`config.mk`:
```
export PLATFORM = sky130hd
export DESIGN_NAME = usb_rx_rcu
export DESIGN_NICKNAME = d
export VERILOG_FILES = /design/src/rtl/usb_rx_rcu.sv
export SDC_FILE = /design/constraint.sdc
export NUM_CORES = 1
export LEC_CHECK = 0
export ABC_AREA = 1
export ABC_CLOCK_PERIOD_IN_PS = 1800
export CAP_MARGIN = 15
export CORE_UTILIZATION = 50
export DETAILED_ROUTE_END_ITERATION = 10
export PLACE_DENSITY = 0.88
export SLEW_MARGIN = 5
export SYNTH_ARGS = -nofsm -noshare
export SYNTH_HDL_FRONTEND = slang
export SYNTH_SLANG_ARGS = --single-unit
```
`constraint.sdc`:
```
create_clock -name i_clk -period 1.8 [get_ports i_clk]
set_input_delay 0.36 -clock i_clk [delete_from_list [all_inputs] [get_ports i_clk]]
set_output_delay 0.36 -clock i_clk [all_outputs]
set_load 0.01 [all_outputs]
```
`src/rtl/usb_rx_rcu.sv`:
```
// Receive control unit for the USB 1.1 full-speed receiver: sequences one packet
// through SYNC/PID checks, byte storage and end-of-packet, with Moore-decoded outputs.
module usb_rx_rcu #(
    parameter logic [7:0] SYNC_BYTE = 8'h80,
    parameter int         MAX_BYTES = 64
) (
    input  logic       i_clk,
    input  logic       i_rst,
    input  logic       i_d_edge,
    input  logic       i_eop,
    input  logic       i_shift_enable,
    input  logic       i_byte_received,
    input  logic [7:0] i_rcv_data,
    output logic       o_rcving,
    output logic       o_w_enable,
    output logic       o_r_error,
    output logic       o_pkt_done,
    output logic [6:0] o_byte_cnt
);

    localparam logic [6:0] MAX_CNT = 7'(MAX_BYTES);

    typedef enum logic [3:0] {
        IDLE, WAIT_SYNC, CHECK_SYNC, WAIT_PID, CHECK_PID, STORE,
        RCV_BYTE, DONE, EOP_WAIT, ERR_EOP, ERR_IDLE
    } state_t;

    state_t     r_state, w_next;
    logic [2:0] r_bit_cnt;
    logic [6:0] r_byte_cnt;
    logic       w_enter_sync;

    always_ff @(posedge i_clk) begin
        if (i_rst) r_state <= IDLE;
        else       r_state <= w_next;
    end

    always_comb begin
        w_next = r_state;
        case (r_state)
            IDLE:       if (i_d_edge) w_next = WAIT_SYNC;
            WAIT_SYNC:  if (i_byte_received) w_next = CHECK_SYNC;
                        else if (i_eop)      w_next = ERR_EOP;
            CHECK_SYNC: w_next = (i_rcv_data == SYNC_BYTE) ? WAIT_PID : ERR_EOP;
            WAIT_PID:   if (i_byte_received) w_next = CHECK_PID;
                        else if (i_eop)      w_next = ERR_EOP;
            CHECK_PID:  w_next = (i_rcv_data[7:4] == ~i_rcv_data[3:0]) ? STORE : ERR_EOP;
            STORE:      w_next = RCV_BYTE;
            RCV_BYTE:   if (i_byte_received)
                            w_next = (r_byte_cnt < MAX_CNT) ? STORE : ERR_EOP;
                        // SE0 mid-byte means a truncated byte, not a clean end
                        else if (i_eop)
                            w_next = (r_bit_cnt == 3'd0) ? DONE : ERR_EOP;
            DONE:       w_next = EOP_WAIT;
            EOP_WAIT:   if (!i_eop) w_next = IDLE;
            ERR_EOP:    if (!i_eop) w_next = ERR_IDLE;
            ERR_IDLE:   if (i_d_edge) w_next = WAIT_SYNC;
            default:    w_next = IDLE;
        endcase
    end

    assign w_enter_sync = (w_next == WAIT_SYNC) && (r_state != WAIT_SYNC);

    always_ff @(posedge i_clk) begin
        if (i_rst || i_byte_received || w_enter_sync)
            r_bit_cnt <= 3'd0;
        else if (r_state == RCV_BYTE && i_shift_enable && !i_eop)
            r_bit_cnt <= r_bit_cnt + 3'd1;
    end

    always_ff @(posedge i_clk) begin
        if (i_rst || w_enter_sync) r_byte_cnt <= 7'd0;
        else if (r_state == STORE) r_byte_cnt <= r_byte_cnt + 7'd1;
    end

    assign o_rcving   = (r_state != IDLE) && (r_state != ERR_IDLE);
    assign o_r_error  = (r_state == ERR_EOP) || (r_state == ERR_IDLE);
    assign o_w_enable = (r_state == STORE);
    assign o_pkt_done = (r_state == DONE);
    assign o_byte_cnt = r_byte_cnt;

endmodule
```
# --- Word-level counts from Yosys, hierarchy flattened ---
# Cells that the tools add are included.
word_totals:
  in_bits: 14
  register_bits: 14
  elab_cells: 48
  out_inout_bits: 11
classes:
  bitwise: 1
  n_lt_le_gt_ge: 1
  reduce_logical: 13
  addsub: 2
  n_eq_ne: 15
  muxes: 13
op_table:
  columns: ["operator", "count"]
  rows:
  - ["$mux W4", 12]
  - ["$pmux W4 S10", 1]
  - ["$eq A4 B3 Y1 const B", 4]
  - ["$eq A4 B4 Y1 const B", 3]
  - ["$eq A4 B1 Y1 const B", 2]
  - ["$eq A4 B2 Y1 const B", 2]
  - ["$eq A8 B8 Y1 const B", 1]
  - ["$add A7 B1 Y7 const B", 1]
  - ["$lt A7 B7 Y1 const B", 1]
  - ["$eq A4 B4 Y1", 1]
  - ["$logic_and A1 B1 Y1", 4]
  - ["$logic_not A4 Y1", 1]
  - ["$logic_or A1 B1 Y1", 4]
  - ["$ne A4 B1 Y1 const B", 1]
  - ["$ne A4 B4 Y1 const B", 1]
  - ["$not A4 Y4", 1]
  - ["$reduce_bool A4 Y1", 1]
  - ["$add A3 B1 Y3 const B", 1]
  - ["$logic_not A3 Y1", 1]
  - ["$reduce_or A2 Y1", 1]
  - ["$logic_not A1 Y1", 1]

# --- Depth between registers and ports, before layout ---
depth:
  word_depth: 8
  ltp_mapped: 9
  mapped_depth_nobuf: 9

# --- Worst setup path after synthesis ---
# No wires, ideal clock.
synth_path:
  path_kind: "register to output"
  startpoint: "reg r_state[1]"
  endpoint: "out o_rcving"
  required_ps: 1440
  path_stages_with_launch: 6
  slack_ps: 578
  arrival_ps: 862
  path_cell_list: "dfxtp_1 inv_1 nor2_1 nand2_1 o21ai_2 inv_1"
synth_via:
  elab_chain_len: 2
  word_cells_on_any_way: 3
synth_rtl:
  columns: ["item", "line_no", "source"]
  rows:
  - ["from (decl)", "28", "state_t r_state, w_next;"]
  - ["from (signal assigned)", "35", "else r_state <= w_next;"]
  - ["$ne A4 B4 Y1 / $reduce_bool A4 Y1 (equally long branches)", "76", "assign o_rcving = (r_state != IDLE) && (r_state != ERR_IDLE);"]
  - ["$logic_and A1 B1 Y1 (*)", "76", null]
  - ["to (decl)", "14", "output logic o_rcving,"]
# Mark *: on every way between the ends. The rest lies on a longest branch, timed or not.

# --- Worst setup path in the final report ---
layout_path:
  startpoint: "reg r_state[0]"
  endpoint: "out o_w_enable"
layout_via:
  elab_chain_len: 1
layout_rtl:
  columns: ["item", "line_no", "source"]
  rows:
  - ["$eq A4 B3 Y1", "78", "assign o_w_enable = (r_state == STORE);"]
  - ["to (decl)", "15", "output logic o_w_enable,"]
# No other way between the ends.

==> summary.md <==
| Metric | Value |
|---|---|
| Highest ir drop seen on vdd | 0.471 mV |
| Delay contributed by the slowest stage of the critical path | 0.39 ns |
| Cell at the root of the clock tree | sky130_fd_sc_hd__clkbuf_4 |
| Fraction of layout instances using a drive strength above 1 | 0.147 |
| Leakage power summed over all cells | 0.722 nW |
| Placeable Area | between 0.0015 and 0.002 mm² |
| Final worst-path cycle share | 0.961 |
| Worst endpoint data arrival time | approximately 1.4 ns |
| R2r startpoint | r_state[0]$_SDFF_PP0_ |
| Pin count of the biggest net entering global routing | 8 |
| Register area share after synthesis | 0.263 |
| Wire length of the first global-routing pass | 4.22 mm |
| Crit-path cells | inv_2, nor2_4, buf_4, nand2_4, inv_1, clkdlybuf4s15_1 |
| Number of enable-type register cells in the synthesized netlist | 0 |
| Total gr overflow | 0 |
| Total via count in the routed design | 1,238 |
| Iteration count of the initial detailed-routing pass | 5 |
| Total of flip-flops plus latches after synthesis | 14 |
| Fin. Hold Viols | 0 |
| Hold Slack | 0.496 ns |
| Row cnt | 16 |
| Max-slew violation count | 0 |
| Layout Utilization | 0.724 |
| Clk pin slew, worst setup/hold paths | approximately 0.070 ns |
| Syn avg cell area | around 6.0 µm² |
| Remaining routing DRC violations | 0 |
| CP Class | reg -> out |
| Number of warnings reported in the yosys synthesis log | 0 |
| Height of the die | 48.1 µm |
| Cell types occupying the most area after synthesis | sky130_fd_sc_hd__dfxtp_1, sky130_fd_sc_hd__nand2_1, sky130_fd_sc_hd__inv_1 |
| Number of primary I/O pins | 25 |
| Flip-flop cell with the highest count after synthesis | sky130_fd_sc_hd__dfxtp_1 |
| Final worst path period need | 1.73 ns |
| Number of buffers between clock root and the deepest sink | 2 |
| Ant. Diodes | 0 |
| Tightest Pin Transition | ~0.32 ns |
| Starting utilization of the core area | 0.537 |
| Max-cap violations | 0 |
| Relative slew slack | 0.789 |
| Area fraction of the dominant cell type after synthesis | 0.263 |
| Number of instances in the synthesized netlist | 178 |
| TritonCTS clock tree | yes |
| Post-synthesis instance area | 0.00106 mm² |
| Post-Syn Nets | between 150 and 200 |
| Post-DP HPWL | 2.18 mm |
| Number of buffers added by the clock tree synthesis step | 3 |
| Crit end category | output pin |
| Kind of start point of the critical path | register |
| Min-Delay Path Class | reg -> reg |
| Number of setup violations in the final report | 0 |
| Largest area contributor in the synthesized netlist | sky130_fd_sc_hd__dfxtp_1 |
| Power per cell area | 546 mW/mm² |
| Area of the die | 0.00232 mm² |
| Hold path startpoint | r_bit_cnt[2]$_SDFFE_PP0P_ |
| RD Place Congestion | between 1 and 1.5 |
| Footprint of the multi-input gates | around 690 µm² |
| Status | finished, final reports clean |
| Number of filler instances in the final layout | 164 |
| Number of antenna violations at the first check in global routing | 0 |
| Number of buffers added to fix hold violations after cts | 0 |
| Mean number of vias per cell | around 5.2 |
| Antenna viol nets, final | 0 |
| Number of library cell types mapped by synthesis | 21 |
| Total Power | 0.000784 W |
| Crit-path max FO | 5 |
| Sequential Area | 295 µm² |
| Layout Area Growth over Synthesis | 34.8% |
| Clock tree sinks | 14 |
| Commonest cells in the netlist | sky130_fd_sc_hd__nand2_1, sky130_fd_sc_hd__inv_1, sky130_fd_sc_hd__nor2_1, sky130_fd_sc_hd__dfxtp_1, sky130_fd_sc_hd__nand3_1 |
| Routed wire length | 2.89 mm |
| Die boundary width | 48.1 µm |
| Setup crit start | r_state[0]$_SDFF_PP0_ |
| Number of levels the H-tree was split into | 1 |
| Async set or reset register ratio after synthesis | 0 |
| Total track usage | 0.262 |
| Number of nets at the end of the flow | 230 |
| Unrepaired setup endpoints after global routing | no |
| Highest attainable clock frequency | 0.578 GHz |
| Worst clock skew on the final layout | 0.00460 ns |
| Number of buffers inserted by port buffering | 24 |
| Drt first-iter violations | 51 |
| Number of global-route vias before repair | roughly 1,100 |
| Slowest stage cell, crit path | sky130_fd_sc_hd__dfxtp_4 |
| Worst EP required | 1.44 ns |
| WL/cell | 12.2 µm |
| Clk_lat worst skew | 0.28 ns |
| Cell with the most instances after synthesis | sky130_fd_sc_hd__nand2_1 |
state kept, by name, summed over array words and instances, names as in the netlist:
name        count
o_byte_cnt      7
r_state         4
r_bit_cnt       3
power breakdown:
group / switching [W] / internal (W)
Clock: 0.0000958 / 0.0000778
Sequential: 0.0000200 / 0.000322
Combinational: 0.000153 / 0.000115
repair_timing:
action,CTS,global route
endpoints found under the setup margin,4,2
buffers inserted,0,2
pin swaps,0,2
gates resized for setup,12,4
final timing paths:
kind                                              endpoint  slack [ns]  depth (start not counted)
worst max-delay path                            o_w_enable        0.07                          6
worst min-delay path             r_bit_cnt[2]$_SDFFE_PP0P_        0.50                          2
worst max register to register  o_byte_cnt[4]$_SDFFE_PP0P_        0.41                          9
worst min register to register   r_bit_cnt[2]$_SDFFE_PP0P_        0.50                          2
cells in the final DEF (no fill, tap or decap):
master / n
sky130_fd_sc_hd__buf_4: 6
sky130_fd_sc_hd__dlygate4sd2_1: 1
sky130_fd_sc_hd__a21oi_1: 9
sky130_fd_sc_hd__nor2_4: 5
sky130_fd_sc_hd__xor2_1: 5
sky130_fd_sc_hd__nand2_4: 1
sky130_fd_sc_hd__nand2_1: 55
sky130_fd_sc_hd__dfxtp_1: 10
sky130_fd_sc_hd__xnor2_1: 1
sky130_fd_sc_hd__dlymetal6s2s_1: 2
sky130_fd_sc_hd__nor2_2: 3
sky130_fd_sc_hd__inv_1: 26
sky130_fd_sc_hd__clkdlybuf4s50_1: 20
sky130_fd_sc_hd__nand3_2: 1
sky130_fd_sc_hd__nand3_1: 14
sky130_fd_sc_hd__o21ai_1: 1
sky130_fd_sc_hd__clkbuf_4: 3
sky130_fd_sc_hd__nand4_1: 5
sky130_fd_sc_hd__o21ai_2: 1
sky130_fd_sc_hd__inv_2: 3
sky130_fd_sc_hd__or2_2: 1
sky130_fd_sc_hd__o211ai_1: 1
sky130_fd_sc_hd__o21ai_0: 2
sky130_fd_sc_hd__nor2_1: 24
sky130_fd_sc_hd__nand2_2: 3
sky130_fd_sc_hd__dfxtp_4: 4
sky130_fd_sc_hd__clkdlybuf4s15_1: 1
sky130_fd_sc_hd__ha_1: 3
layer usage:
metal	share of wire	up-vias	track usage	wire [µm]
met1	0.41	557	0.301	1180
met2	0.50	56	0.461	1430
met3	0.078	6	0.0741	227
met5	0	-	0	0
met4	0.018	0	0.0889	51
li1	-	619	-	-
critical path: cells and delay by family (launching register included):
kind                   cells  cell delay, ns
buffers and inverters      4            0.55
DFF                        1            0.39
and+or+nand+nor            2            0.16
stage by stage:
step,instances,setup slack [ns],instance area (µm²),TNS [ns]
2_1_floorplan,178,0.578,1060,0
3_3_place_gp,233,0.0164,1370,0
3_5_place_dp,233,0.0244,1370,0
4_1_cts,236,-0.140,1410,-0.279
5_1_grt,238,0.0158,1440,0
6_report,238,0.0710,1440,0
area by class of cell:
type                    count  share of cell area
flip-flops and latches     14               0.206
inverters                  29              0.0758
multi-input cells         135               0.478
clock buffers               3              0.0157
well taps                  27              0.0235
repair buffers             30               0.201
kinds of logic (layout without fill, tap and decap cells):
family / count (synthesis) / after routing / synth area share
AO/OA/AOI/OAI: 14 / 14 / 0.0717
buffers and inverters: 29 / 62 / 0.102
flip-flops: 14 / 14 / 0.263
XOR/XNOR: 6 / 6 / 0.0494
AND/OR/NAND/NOR: 112 / 112 / 0.478
adder cells (fa/ha/maj): 3 / 3 / 0.0353
Note: power is estimated with default switching activity, not from simulation.
